### config.mk
export PLATFORM = sky130hd
export DESIGN_NAME = hamming_tx_s
export DESIGN_NICKNAME = d
export VERILOG_FILES = /design/src/rtl/hamming_tx_s.sv
export SDC_FILE = /design/constraint.sdc
export NUM_CORES = 1
export LEC_CHECK = 0
export CORE_MARGIN = 5
export CORE_UTILIZATION = 49
export DETAILED_ROUTE_END_ITERATION = 10
export GPL_TIMING_DRIVEN = 0
export PLACE_DENSITY = 0.85
export SLEW_MARGIN = 20
export SYNTH_ARGS = -nofsm -noshare
export SYNTH_HDL_FRONTEND = slang
export SYNTH_SLANG_ARGS = --single-unit
### constraint.sdc
create_clock -name clk -period 1.9 [get_ports clk]
set_input_delay 0.38 -clock clk [delete_from_list [all_inputs] [get_ports clk]]
set_output_delay 0.38 -clock clk [all_outputs]
set_load 0.01 [all_outputs]
### src/rtl/hamming_tx_s.sv
// Serial Hamming(7,4) transmitter: accepts a nibble, builds the receiver-layout
// codeword (optional single-bit flip) and shifts it out MSB-first with a bit strobe.
module hamming_tx_s #(
  parameter int unsigned BIT_CYCLES = 4,
  parameter int unsigned GAP_CYCLES = 2
) (
  input  logic       clk,
  input  logic       rst_n,
  input  logic [3:0] data_in,
  input  logic       valid_in,
  output logic       ready_out,
  input  logic       err_en,
  input  logic [2:0] err_pos,
  output logic       d_out,
  output logic       strobe_out,
  output logic       busy_out,
  output logic       frame_done,
  output logic [6:0] codeword_out
);

  localparam int unsigned PW = (BIT_CYCLES > 2) ? $clog2(BIT_CYCLES) : 1;
  localparam int unsigned GW = (GAP_CYCLES > 1) ? $clog2(GAP_CYCLES) : 1;
  localparam logic [PW-1:0] PH_LAST  = PW'(BIT_CYCLES - 1);
  localparam logic [PW-1:0] PH_HALF  = PW'(BIT_CYCLES / 2);
  localparam logic [GW-1:0] GAP_LAST = GW'(GAP_CYCLES - 1);

  typedef enum logic [1:0] {IDLE, SHIFT, GAP} state_t;

  state_t        state;
  logic [2:0]    bit_idx;
  logic [PW-1:0] phase;
  logic [GW-1:0] gap_cnt;

  logic [6:0]    cw_clean;
  logic [6:0]    cw_tx;
  logic          ph_wrap;
  logic [PW-1:0] ph_next;
  logic [2:0]    bit_next;

  always_comb begin
    cw_clean = {data_in[3] ^ data_in[2] ^ data_in[0],
                data_in[3] ^ data_in[1] ^ data_in[0],
                data_in[3],
                data_in[2] ^ data_in[1] ^ data_in[0],
                data_in[2],
                data_in[1],
                data_in[0]};
    // err_pos = 7 shifts the single one out of the 7-bit mask: clean codeword.
    cw_tx    = err_en ? (cw_clean ^ (7'b000_0001 << err_pos)) : cw_clean;
  end

  always_comb begin
    ph_wrap  = (phase == PH_LAST);
    ph_next  = ph_wrap ? '0 : phase + PW'(1);
    bit_next = ph_wrap ? bit_idx - 3'd1 : bit_idx;
  end

  // Outputs are driven from the next-cycle phase/bit so they stay registered
  // yet line up with the counters they describe.
  always_ff @(posedge clk or negedge rst_n) begin
    if (!rst_n) begin
      state        <= IDLE;
      bit_idx      <= '0;
      phase        <= '0;
      gap_cnt      <= '0;
      ready_out    <= 1'b0;
      d_out        <= 1'b0;
      strobe_out   <= 1'b0;
      busy_out     <= 1'b0;
      frame_done   <= 1'b0;
      codeword_out <= '0;
    end else begin
      frame_done <= 1'b0;
      case (state)
        IDLE: begin
          if (ready_out && valid_in) begin
            codeword_out <= cw_tx;
            d_out        <= cw_tx[6];
            strobe_out   <= 1'b0;
            bit_idx      <= 3'd6;
            phase        <= '0;
            ready_out    <= 1'b0;
            busy_out     <= 1'b1;
            state        <= SHIFT;
          end else begin
            ready_out  <= 1'b1;
            d_out      <= 1'b0;
            strobe_out <= 1'b0;
          end
        end
        SHIFT: begin
          if (bit_idx == 3'd0 && ph_wrap) begin
            d_out      <= 1'b0;
            strobe_out <= 1'b0;
            gap_cnt    <= '0;
            state      <= GAP;
          end else begin
            phase      <= ph_next;
            bit_idx    <= bit_next;
            d_out      <= codeword_out[bit_next];
            strobe_out <= (ph_next >= PH_HALF);
            frame_done <= (bit_next == 3'd0) && (ph_next == PH_LAST);
          end
        end
        GAP: begin
          if (gap_cnt == GAP_LAST) begin
            busy_out  <= 1'b0;
            ready_out <= 1'b1;
            state     <= IDLE;
          end else begin
            gap_cnt <= gap_cnt + GW'(1);
          end
        end
        default: state <= IDLE;
      endcase
    end
  end

endmodule

Word-level counts from Yosys, hierarchy flattened
Cells that the tools add are included.
{"block": "word_totals", "register_bits": 20, "inputBits": 11, "output_inout_bits": 12, "word_cells": 77}
{"block": "op_classes", "add_sub_neg": 3, "n_lt_le_gt_ge": 2, "n_eq_ne": 8, "shifts": 1, "mux": 31, "n_bitwise": 7, "reduce_logical": 15}
{"cell": "$mux W1", "n": 12}
{"cell": "$mux W2", "n": 6}
{"cell": "$pmux W1 S2", "n": 5}
{"cell": "$mux W3", "n": 3}
{"cell": "$reduce_and A3 Y1", "n": 3}
{"cell": "$ne A2 B2 Y1 const B", "n": 4}
{"cell": "$mux W7", "n": 1}
{"cell": "$shl A1 B3 Y7 const A", "n": 1}
{"cell": "$xor A7 B7 Y7", "n": 1}
{"cell": "$eq A2 B2 Y1 const B", "n": 3}
{"cell": "$logic_not A3 Y1", "n": 2}
{"cell": "$pmux W2 S3", "n": 1}
{"cell": "$pmux W3 S2", "n": 1}
{"cell": "$reduce_and A2 Y1", "n": 3}
{"cell": "$reduce_bool A2 Y1", "n": 3}
{"cell": "$xor A1 B1 Y1", "n": 6}
{"cell": "$lt A3 B4 Y1 const B", "n": 1}
{"cell": "$pmux W2 S2", "n": 1}
{"cell": "$bmux W1 S3", "n": 1}
{"cell": "$logic_and A1 B1 Y1", "n": 3}
{"cell": "$sub A3 B1 Y3 const B", "n": 1}
{"cell": "$add A2 B1 Y2 const B", "n": 1}
{"cell": "$eq A2 B1 Y1 const B", "n": 1}
{"cell": "$ge A2 B2 Y1 const B", "n": 1}
{"cell": "2 further kinds", "n": 2}

Logic depth before layout (Yosys ltp)
Gate-level depths: netlist of the first run.
{"block": "logic_depth", "word_depth": 6, "ltp_mapped": 7, "mapped_depth_nobuf": 6}

Worst setup path before layout of the first run
No wires, ideal clock.
{"block": "synth_timing", "path_type": "reg-to-reg", "start": "reg bit_idx[0]", "end": "reg phase[1]", "setup_ns": 0.125, "arrival_time_ns": 1.515, "t_required_ns": 1.775, "slack_ns": 0.260, "path_stages_with_launch": 8, "n_path_buf": 1, "period_less_slack_ns": 1.640, "path_cell_list": "dfrtp_1 buf_6 inv_1 ha_1 and3b_2 nor2_4 or2_4 mux2_4"}
{"block": "synth_between", "elab_chain_len": 4}
{"element": "start, declared", "line": "30", "rtl": "logic [2:0] bit_idx;"}
{"element": "start signal, assigned", "line": "99", "rtl": "bit_idx <= bit_next;"}
{"element": "$logic_not A3 Y1", "line": "92", "rtl": "if (bit_idx == 3'd0 && ph_wrap) begin"}
{"element": "$logic_and A1 B1 Y1", "line": "92"}
{"element": "$ne A2 B2 Y1 (no line)"}
{"element": "$reduce_and A3 Y1 (no line)"}
{"element": "end signal, assigned", "line": "98", "rtl": "phase <= ph_next;"}
{"element": "end, declared", "line": "31", "rtl": "logic [PW-1:0] phase;"}
No other way between the ends.
A chain may end at the register's enable or synchronous reset.

Worst setup path after layout of the first run
Ends and elaborated chain as after synthesis.

==> summary.md, run 1 <==
| Metric | Value |
|---|---|
| Avg Vias per Cell | `5.599` |
| Post-synthesis simple-gate area fraction | `20.66%` |
| Mapped Avg Cell Area | `10.81 µm²` |
| Layout cells sized above 1 | `12.68%` |
| Syn Inst Count | `116` |
| CP arrival | `2.03 ns` |
| Grt ovf | `0` |
| Synth-to-layout area growth | `24.75%` |
| Die X-Extent | `60.58 µm` |
| Post-CTS Hold Fix Bufs | `0` |
| Vias in the first global route | `938` |
| P_leak | `0.6628 nW` |
| Initial antenna violation count | `0` |
| DR iter-0 viols | `28` |
| Final net count | `159` |
| Post-Route Utilization | `63.71%` |
| Cell Count, Final, Fillers Out | `172` |
| Post-CTS Setup Repair Bufs | `0` |
| Final Cycle Share | `95.82%` |
| Fillers | `193` |
| Vias | `963` |
| Synth cell types | `42` |
| Net Count, Synth | `132` |
| Post-DR wirelength/cell | `15.02 µm` |
| Reg2reg path depth | `7` |
| Tot Pwr | `0.002331 W` |
| Die Y-Extent | `60.58 µm` |
| Crit path launch type | `flip-flop` |
| VDD IR max | `1.202 mV` |
| CP Capture Point | `phase[1]` |
| DRC violations left | `0` |
| Clock root buffer | `clkbuf_4` |
| IO Count | `23` |
| Compound-gate portion of the synthesized area | `14.47%` |
| Final Max Tran Viols | `0` |
| Worst reg2reg setup slack | `0.08 ns` |
| Clk_lat worst skew | `0.31 ns` |
| Final setup fails | `0` |
| Detailed Routing Iterations Pass 1 | `4` |
| CTS buffer count | `3` |
| Ys Warns | `0` |
| Post-synthesis mux area share | `4.391%` |
| Post-Syn Area | `1254 µm²` |
| Worst reg2reg path endpoint | `phase[1]` |
| Post-CTS Resized | `0` |
| Final Critical Period | `1.821 ns` |
| CP Max Fanout | `10` |
| Starting Density | `51.07%` |
| Crit path launch | `bit_idx[0]` |
| Xor/xnor cell area share of the yosys netlist | `10.98%` |
| Fin. Hold Viols | `0` |
| Ys flop type | `dfrtp_1` |
| Slew Limit Headroom | `42.22%` |
| RePlAce Congestion | `0.7869` |
| CP Capture Type | `flip-flop` |
| Achievable Freq | `549.3 MHz` |
| Largest net degree at the start of global routing | `21` |
| Number of buffers added on ports | `22` |
| Diodes inserted | `0` |
| All-Layer GR Usage | `15.56%` |
| CTS Buffer Depth | `2` |
| Max-cap violations | `0` |
| Adder-cell share of the synthesized area | `4.990%` |
| Status | `completed` |
| Origin of the critical flop-to-flop path | `bit_idx[0]` |
| Clk sinks | `20` |
| Worst Max-Slew Pin Slew | `0.8640 ns` |
| Worst hold slack | `0.4999 ns` |
| Async SR Flop Fraction | `100.0%` |
| Crit path required time | `2.11 ns` |
| Die area | `3670 µm²` |
| Hold depth | `1` |
| Post-route cell area | `1564 µm²` |
| Area after DPL | `1511 µm²` |
| First-pass GRT wire length | `4319 µm` |
| Number of enable flip-flop cells after synthesis | `0` |
| TritonCTS clock tree | `yes` |
| Register area share after synthesis | `39.92%` |
| Hold Path Class | `flip-flop to flip-flop` |
| #FFs+latches synth | `20` |
| Clock Skew | `0.004823 ns` |
| Crit Path Category | `flip-flop to flip-flop` |
| Placed Cells | `168` |
| HPWL reported at the end of detailed placement | `1969 µm` |
| WL final | `2583 µm` |
| Clock transition at path regs | `0.12 ns` |
| Pwr Density | `1490 nW/µm²` |
| H-tree depth | `1` |
| Unrepaired setup endpoints after global routing | `false` |
| Post-route ant nets | `0` |
| Core ar. | `2455 µm²` |
| Num rows | `18` |
| Largest family of logic cells by synthesized area | `simple AND/OR/NAND/NOR gates` |
layout by cell type (no fill, tap or decap), drive strengths merged:
cell type,Yosys,layout
clkdlybuf4s50,0,22
dfrtp,20,20
nor2,12,12
a21oi,9,9
nand2,7,7
xnor2,7,7
inv,5,5
ha,5,5
nand4b,4,4
mux2i,4,4
buf,4,4
xor2,4,4
o21ai,3,3
o22ai,3,3
clkbuf,0,3
or2,3,3
a22o,2,2
a21o,2,2
and4bb,2,2
and3b,2,2
nand2b,2,2
nor3,2,2
a21boi,1,1
nand3,1,1
and4,1,1
nor4b,1,1
a32oi,1,1
nor2b,1,1
a211oi,1,1
nor4bb,1,1
o41ai,1,1
o31ai,1,1
xnor3,1,1
o211ai,1,1
a2bb2oi,1,1
mux2,1,1
bufinv,0,1
per-stage QoR:
step	setup TNS, ns	setup WS, ns
6_report	0	0.07944
5_1_grt	0	0.001813
2_1_floorplan	0	0.2597
3_5_place_dp	-0.01376	-0.01376
4_1_cts	0	0.07565
3_3_place_gp	0	0.01603
where the power goes:
group | total, W | switching, W | internal, W
Clock | 0.000353 | 0.000139 | 0.000213
Sequential | 0.000757 | 0.000157 | 0.000600
Combinational | 0.00122 | 0.000577 | 0.000644
Total | 0.00233 | 0.000873 | 0.00146
cell families (layout without fill, tap and decap cells):
kind of cell,Yosys count,count (layout)
flops,20,20
mux,5,5
xor+xnor,12,12
simple gates,39,39
fa+ha+maj,5,5
buf+inv,9,35
compound gates,26,26
Yosys cell counts, types with 2 or more instances:
| master | instances | share of area (%) |
|---|---|---|
| xor2_1 | 3 | 2.1 |
| dfrtp_1 | 20 | 40 |
| a22o_1 | 2 | 1.4 |
| a21o_1 | 2 | 1.2 |
| ha_1 | 5 | 5.0 |
| o21ai_1 | 3 | 1.2 |
| o22ai_1 | 3 | 1.5 |
| nand2_1 | 7 | 2.1 |
| and4bb_1 | 2 | 2.0 |
| buf_6 | 3 | 2.7 |
| inv_1 | 5 | 1.5 |
| a21oi_1 | 9 | 3.6 |
| nand4b_1 | 4 | 2.8 |
| nor2_1 | 11 | 3.3 |
| xnor2_1 | 7 | 4.9 |
| mux2i_1 | 4 | 3.2 |
registers in the layout, indices dropped and copies added, names as in the netlist:
| name | cells |
|---|---|
| strobe_out | 1 |
| busy_out | 1 |
| frame_done | 1 |
| bit_idx | 3 |
| codeword_out | 7 |
| phase | 2 |
| gap_cnt | 1 |
| d_out | 1 |
| state | 2 |
| ready_out | 1 |
final cells by class:
class / instances / area [µm²] / share of cell area [%]
tap: 30 / 37.54 / 2.400
inverter: 5 / 18.77 / 1.200
clock buffer: 3 / 22.52 / 1.440
clock inverter: 1 / 30.03 / 1.920
multi-input combinational: 87 / 695.7 / 44.48
sequential: 20 / 500.5 / 32.00
timing repair buffer: 22 / 220.2 / 14.08
buffer: 4 / 38.79 / 2.480
worst max-delay path: stages, from the launching register on:
cell and delay, ns:
dfrtp_1 0.36, buf_6 0.16, inv_1 0.07, ha_1 0.21
and3b_2 0.23, nor2_4 0.21, or2_4 0.19, mux2_4 0.29
worst min path at each step:
stage | from | to
finish | strobe_out | strobe_out
global route | busy_out | busy_out
CTS | busy_out | busy_out
detailed placement | busy_out | busy_out
global placement | strobe_out | strobe_out
floorplan | rst_n | bit_idx[0]
routing by layer:
metal | global-route usage (%) | vias to the layer above | share of wire, %
met4 | 2.786 | 0 | 0.97
met5 | 0 | - | 0
li1 | - | 468 | -
met3 | 4.468 | 4 | 5.6
met2 | 27.48 | 29 | 51
met1 | 19.07 | 462 | 42
(Power assumes the default switching activity.)
==> inputs of run 2 (changes only) <==
--- a/config.mk
+++ b/config.mk
@@ -5,11 +5,13 @@
 export SDC_FILE = /design/constraint.sdc
 export NUM_CORES = 1
 export LEC_CHECK = 0
+export ABC_AREA = 1
 export CORE_MARGIN = 5
 export CORE_UTILIZATION = 49
 export DETAILED_ROUTE_END_ITERATION = 10
 export GPL_TIMING_DRIVEN = 0
-export PLACE_DENSITY = 0.85
+export HOLD_SLACK_MARGIN = 0.12
+export PLACE_DENSITY = 0.86
 export SLEW_MARGIN = 20
 export SYNTH_ARGS = -nofsm -noshare
 export SYNTH_HDL_FRONTEND = slang
==> constraint.sdc (replaced) <==
create_clock -name clk -period 2 [get_ports clk]
set_input_delay 0.4 -clock clk [delete_from_list [all_inputs] [get_ports clk]]
set_output_delay 0.4 -clock clk [all_outputs]
set_load 0.01 [all_outputs]
==> run 2 against run 1 <==
Compared with the run above:
- hold slack better by 0.0078 ns
- sequential share of layout area is 1.2 points higher
- sequential power decreased by 4.2%
==> summary.md, run 2 <==
| Metric | Value |
|---|---|
| Status | `completed` |
| Hold Path Class | `flip-flop to flip-flop` |
| CP arrival | `1.93 ns` |
| Worst reg2reg setup slack | `0.32 ns` |
| Top cell type's share of synthesized area | `41.75%` |
| Post-Syn Area | `1199 µm²` |
| Die area | `3535 µm²` |
| Worst reg2reg path endpoint | `d_out` |
| Adder-cell share of the synthesized area | `5.219%` |
| Diodes inserted | `0` |
| Max FFs per register | `7` |
| Post-DR wirelength/cell | `12.56 µm` |
| Vias | `1,068` |
| Die X-Extent | `59.46 µm` |
| Initial antenna violation count | `0` |
| Pwr Density | `1406 nW/µm²` |
| Synth cell types | `23` |
| Cell Count, Final, Fillers Out | `212` |
| Max-cap violations | `0` |
| Hold Startpoint | `strobe_out` |
| Synth-to-layout area growth | `25.89%` |
| All-Layer GR Usage | `16.87%` |
| RePlAce Congestion | `0.8889` |
| Fin. Hold Viols | `0` |
| Achievable Freq | `594.7 MHz` |
| TritonCTS clock tree | `yes` |
| DRC violations left | `0` |
| Final Cycle Share | `84.07%` |
| Mapped Avg Cell Area | `7.684 µm²` |
| Origin of the critical flop-to-flop path | `bit_idx[0]` |
| Most frequent cells after synthesis | `nand2_1, inv_1, dfrtp_1` |
| #FFs+latches synth | `20` |
| Post-synthesis mux area share | `0%` |
| Post-CTS Hold Fix Bufs | `0` |
| Avg Vias per Cell | `5.038` |
| Clock root buffer | `clkbuf_4` |
| Top cells by area, synth | `dfrtp_1, nand2_1, inv_1` |
| P_leak | `0.7151 nW` |
| Final setup fails | `0` |
| Unrepaired setup endpoints after global routing | `false` |
| Xor/xnor cell area share of the yosys netlist | `6.576%` |
| VDD IR max | `0.6563 mV` |
| Area leader, netlist | `dfrtp_1` |
| H-tree depth | `1` |
| Die Y-Extent | `59.46 µm` |
| First-pass GRT wire length | `4526 µm` |
| Final Critical Period | `1.681 ns` |
| Slew Limit Headroom | `42.10%` |
| Crit path required time | `2.25 ns` |
| Largest family of logic cells by synthesized area | `simple AND/OR/NAND/NOR gates` |
| Post-synthesis simple-gate area fraction | `27.35%` |
| Detailed Routing Iterations Pass 1 | `4` |
| Num rows | `18` |
| Largest net degree at the start of global routing | `21` |
| Vias in the first global route | `1,099` |
| IO Count | `23` |
| Core ar. | `2410 µm²` |
| Reg2reg path depth | `9` |
| Hold depth | `2` |
| Grt ovf | `0` |
| HPWL reported at the end of detailed placement | `2151 µm` |
| Compound-gate portion of the synthesized area | `11.17%` |
| Clk sinks | `20` |
| Clk_lat worst skew | `0.30 ns` |
| Async SR Flop Fraction | `100.0%` |
| CTS Buffer Depth | `2` |
| Post-route ant nets | `0` |
| Starting Density | `49.74%` |
| Worst Hold Endpoint | `strobe_out` |
| Layout cells sized above 1 | `8.242%` |
| Post-CTS Setup Repair Bufs | `0` |
| CP Max Fanout | `5` |
| WL final | `2663 µm` |
| Clock transition at path regs | `0.12 ns` |
| Number of buffers added on ports | `22` |
| Worst Max-Slew Pin Slew | `0.8658 ns` |
| Number of enable flip-flop cells after synthesis | `0` |
| TNS Setup | `0 ns` |
| Placed Cells | `208` |
| CP Capture Type | `flip-flop` |
| Final net count | `199` |
| Clock Skew | `0.001650 ns` |
| Commonest non-fill, non-tap cell in the layout | `nand2_1` |
| Crit Path Category | `flip-flop to flip-flop` |
| Biggest registers after layout | `codeword_out: 7 flops, bit_idx: 3 flops` |
| Final Max Tran Viols | `0` |
| Crit path launch type | `flip-flop` |
| Net Count, Synth | `172` |
| Most frequent cells in the layout | `nand2_1, inv_1, clkdlybuf4s50_1` |
| Register area share after synthesis | `41.75%` |
| Most frequent cell after synthesis | `nand2_1` |
| DR iter-0 viols | `27` |
| Post-CTS Resized | `0` |
| Largest Register | `codeword_out` |
| CTS buffer count | `3` |
| Ys Warns | `0` |
| Ys flop type | `dfrtp_1` |
| Syn Inst Count | `156` |
[run 2: cell count changes after synthesis, moves of 5 or more]
cell,previous run,this run
nand2_1,7,37
o21ai_0,0,10
xor2_1,3,8
xnor2_1,7,1
a21oi_1,9,1
nand3_1,1,17
inv_1,5,23
[run 2: power by group]
part,internal [W],switching [W]
logic,0.000482,0.000582
clock network,0.000203,0.000130
registers,0.000580,0.000145
[run 2: per-stage QoR]
step / instance area [µm²] / hold slack [ns] / util (%) / power (W) / setup WS, ns
after floorplan: 1199 / 0.1044 / - / 0.001369 / 0.6335
after global placement: 1456 / 0.4718 / 60.44 / 0.001727 / 0.2391
after detailed placement: 1456 / 0.4785 / 60.44 / 0.001798 / 0.2042
after CTS: 1509 / 0.5074 / 62.62 / 0.002137 / 0.3075
after global routing: 1509 / 0.5440 / 62.62 / 0.002294 / 0.2024
final: 1509 / 0.5077 / 62.62 / 0.002122 / 0.3186
[run 2: worst max-delay path by stage]
stage / start / endpoint / slack, ns
2_1_floorplan: bit_idx[0] / d_out / 0.63
3_3_place_gp: valid_in / codeword_out[6] / 0.24
3_5_place_dp: valid_in / codeword_out[4] / 0.20
4_1_cts: codeword_out[4] / codeword_out[4] / 0.31
5_1_grt: phase[1] / d_out / 0.20
6_report: bit_idx[0] / d_out / 0.32
[run 2: layout make-up]
class                      instances  area (µm²)
fill                             209       900.9
multi-input combinational        111       603.1
sequential                        20       500.5
timing repair buffer              22       220.2
inverter                          24       90.09
tap                               30       37.54
clock inverter                     1       30.03
clock buffer                       3       22.52
buffer                             1       5.005
[run 2: cells by family after synthesis]
kind of cell	Yosys count
fa+ha+maj	5
xor+xnor	9
compound gates	22
flops	20
buf+inv	25
simple gates	75
[run 2: routing by layer]
layer  track usage, %  up-vias  wire length, µm
li1                 -      549                -
met3            2.179        5               93
met4            7.120        0               36
met1            18.83      495             1078
met2            31.51       19             1454
met5                0        -                0
[run 2: worst max-delay path: stages, from the launching register on]
cell and delay [ns]:
dfrtp_1 0.43, inv_1 0.16, ha_1 0.26, nand2_1 0.09, o21ai_2 0.10, inv_1 0.11
nand3_1 0.10, nand3_1 0.12, nand3_1 0.12, a21oi_2 0.13
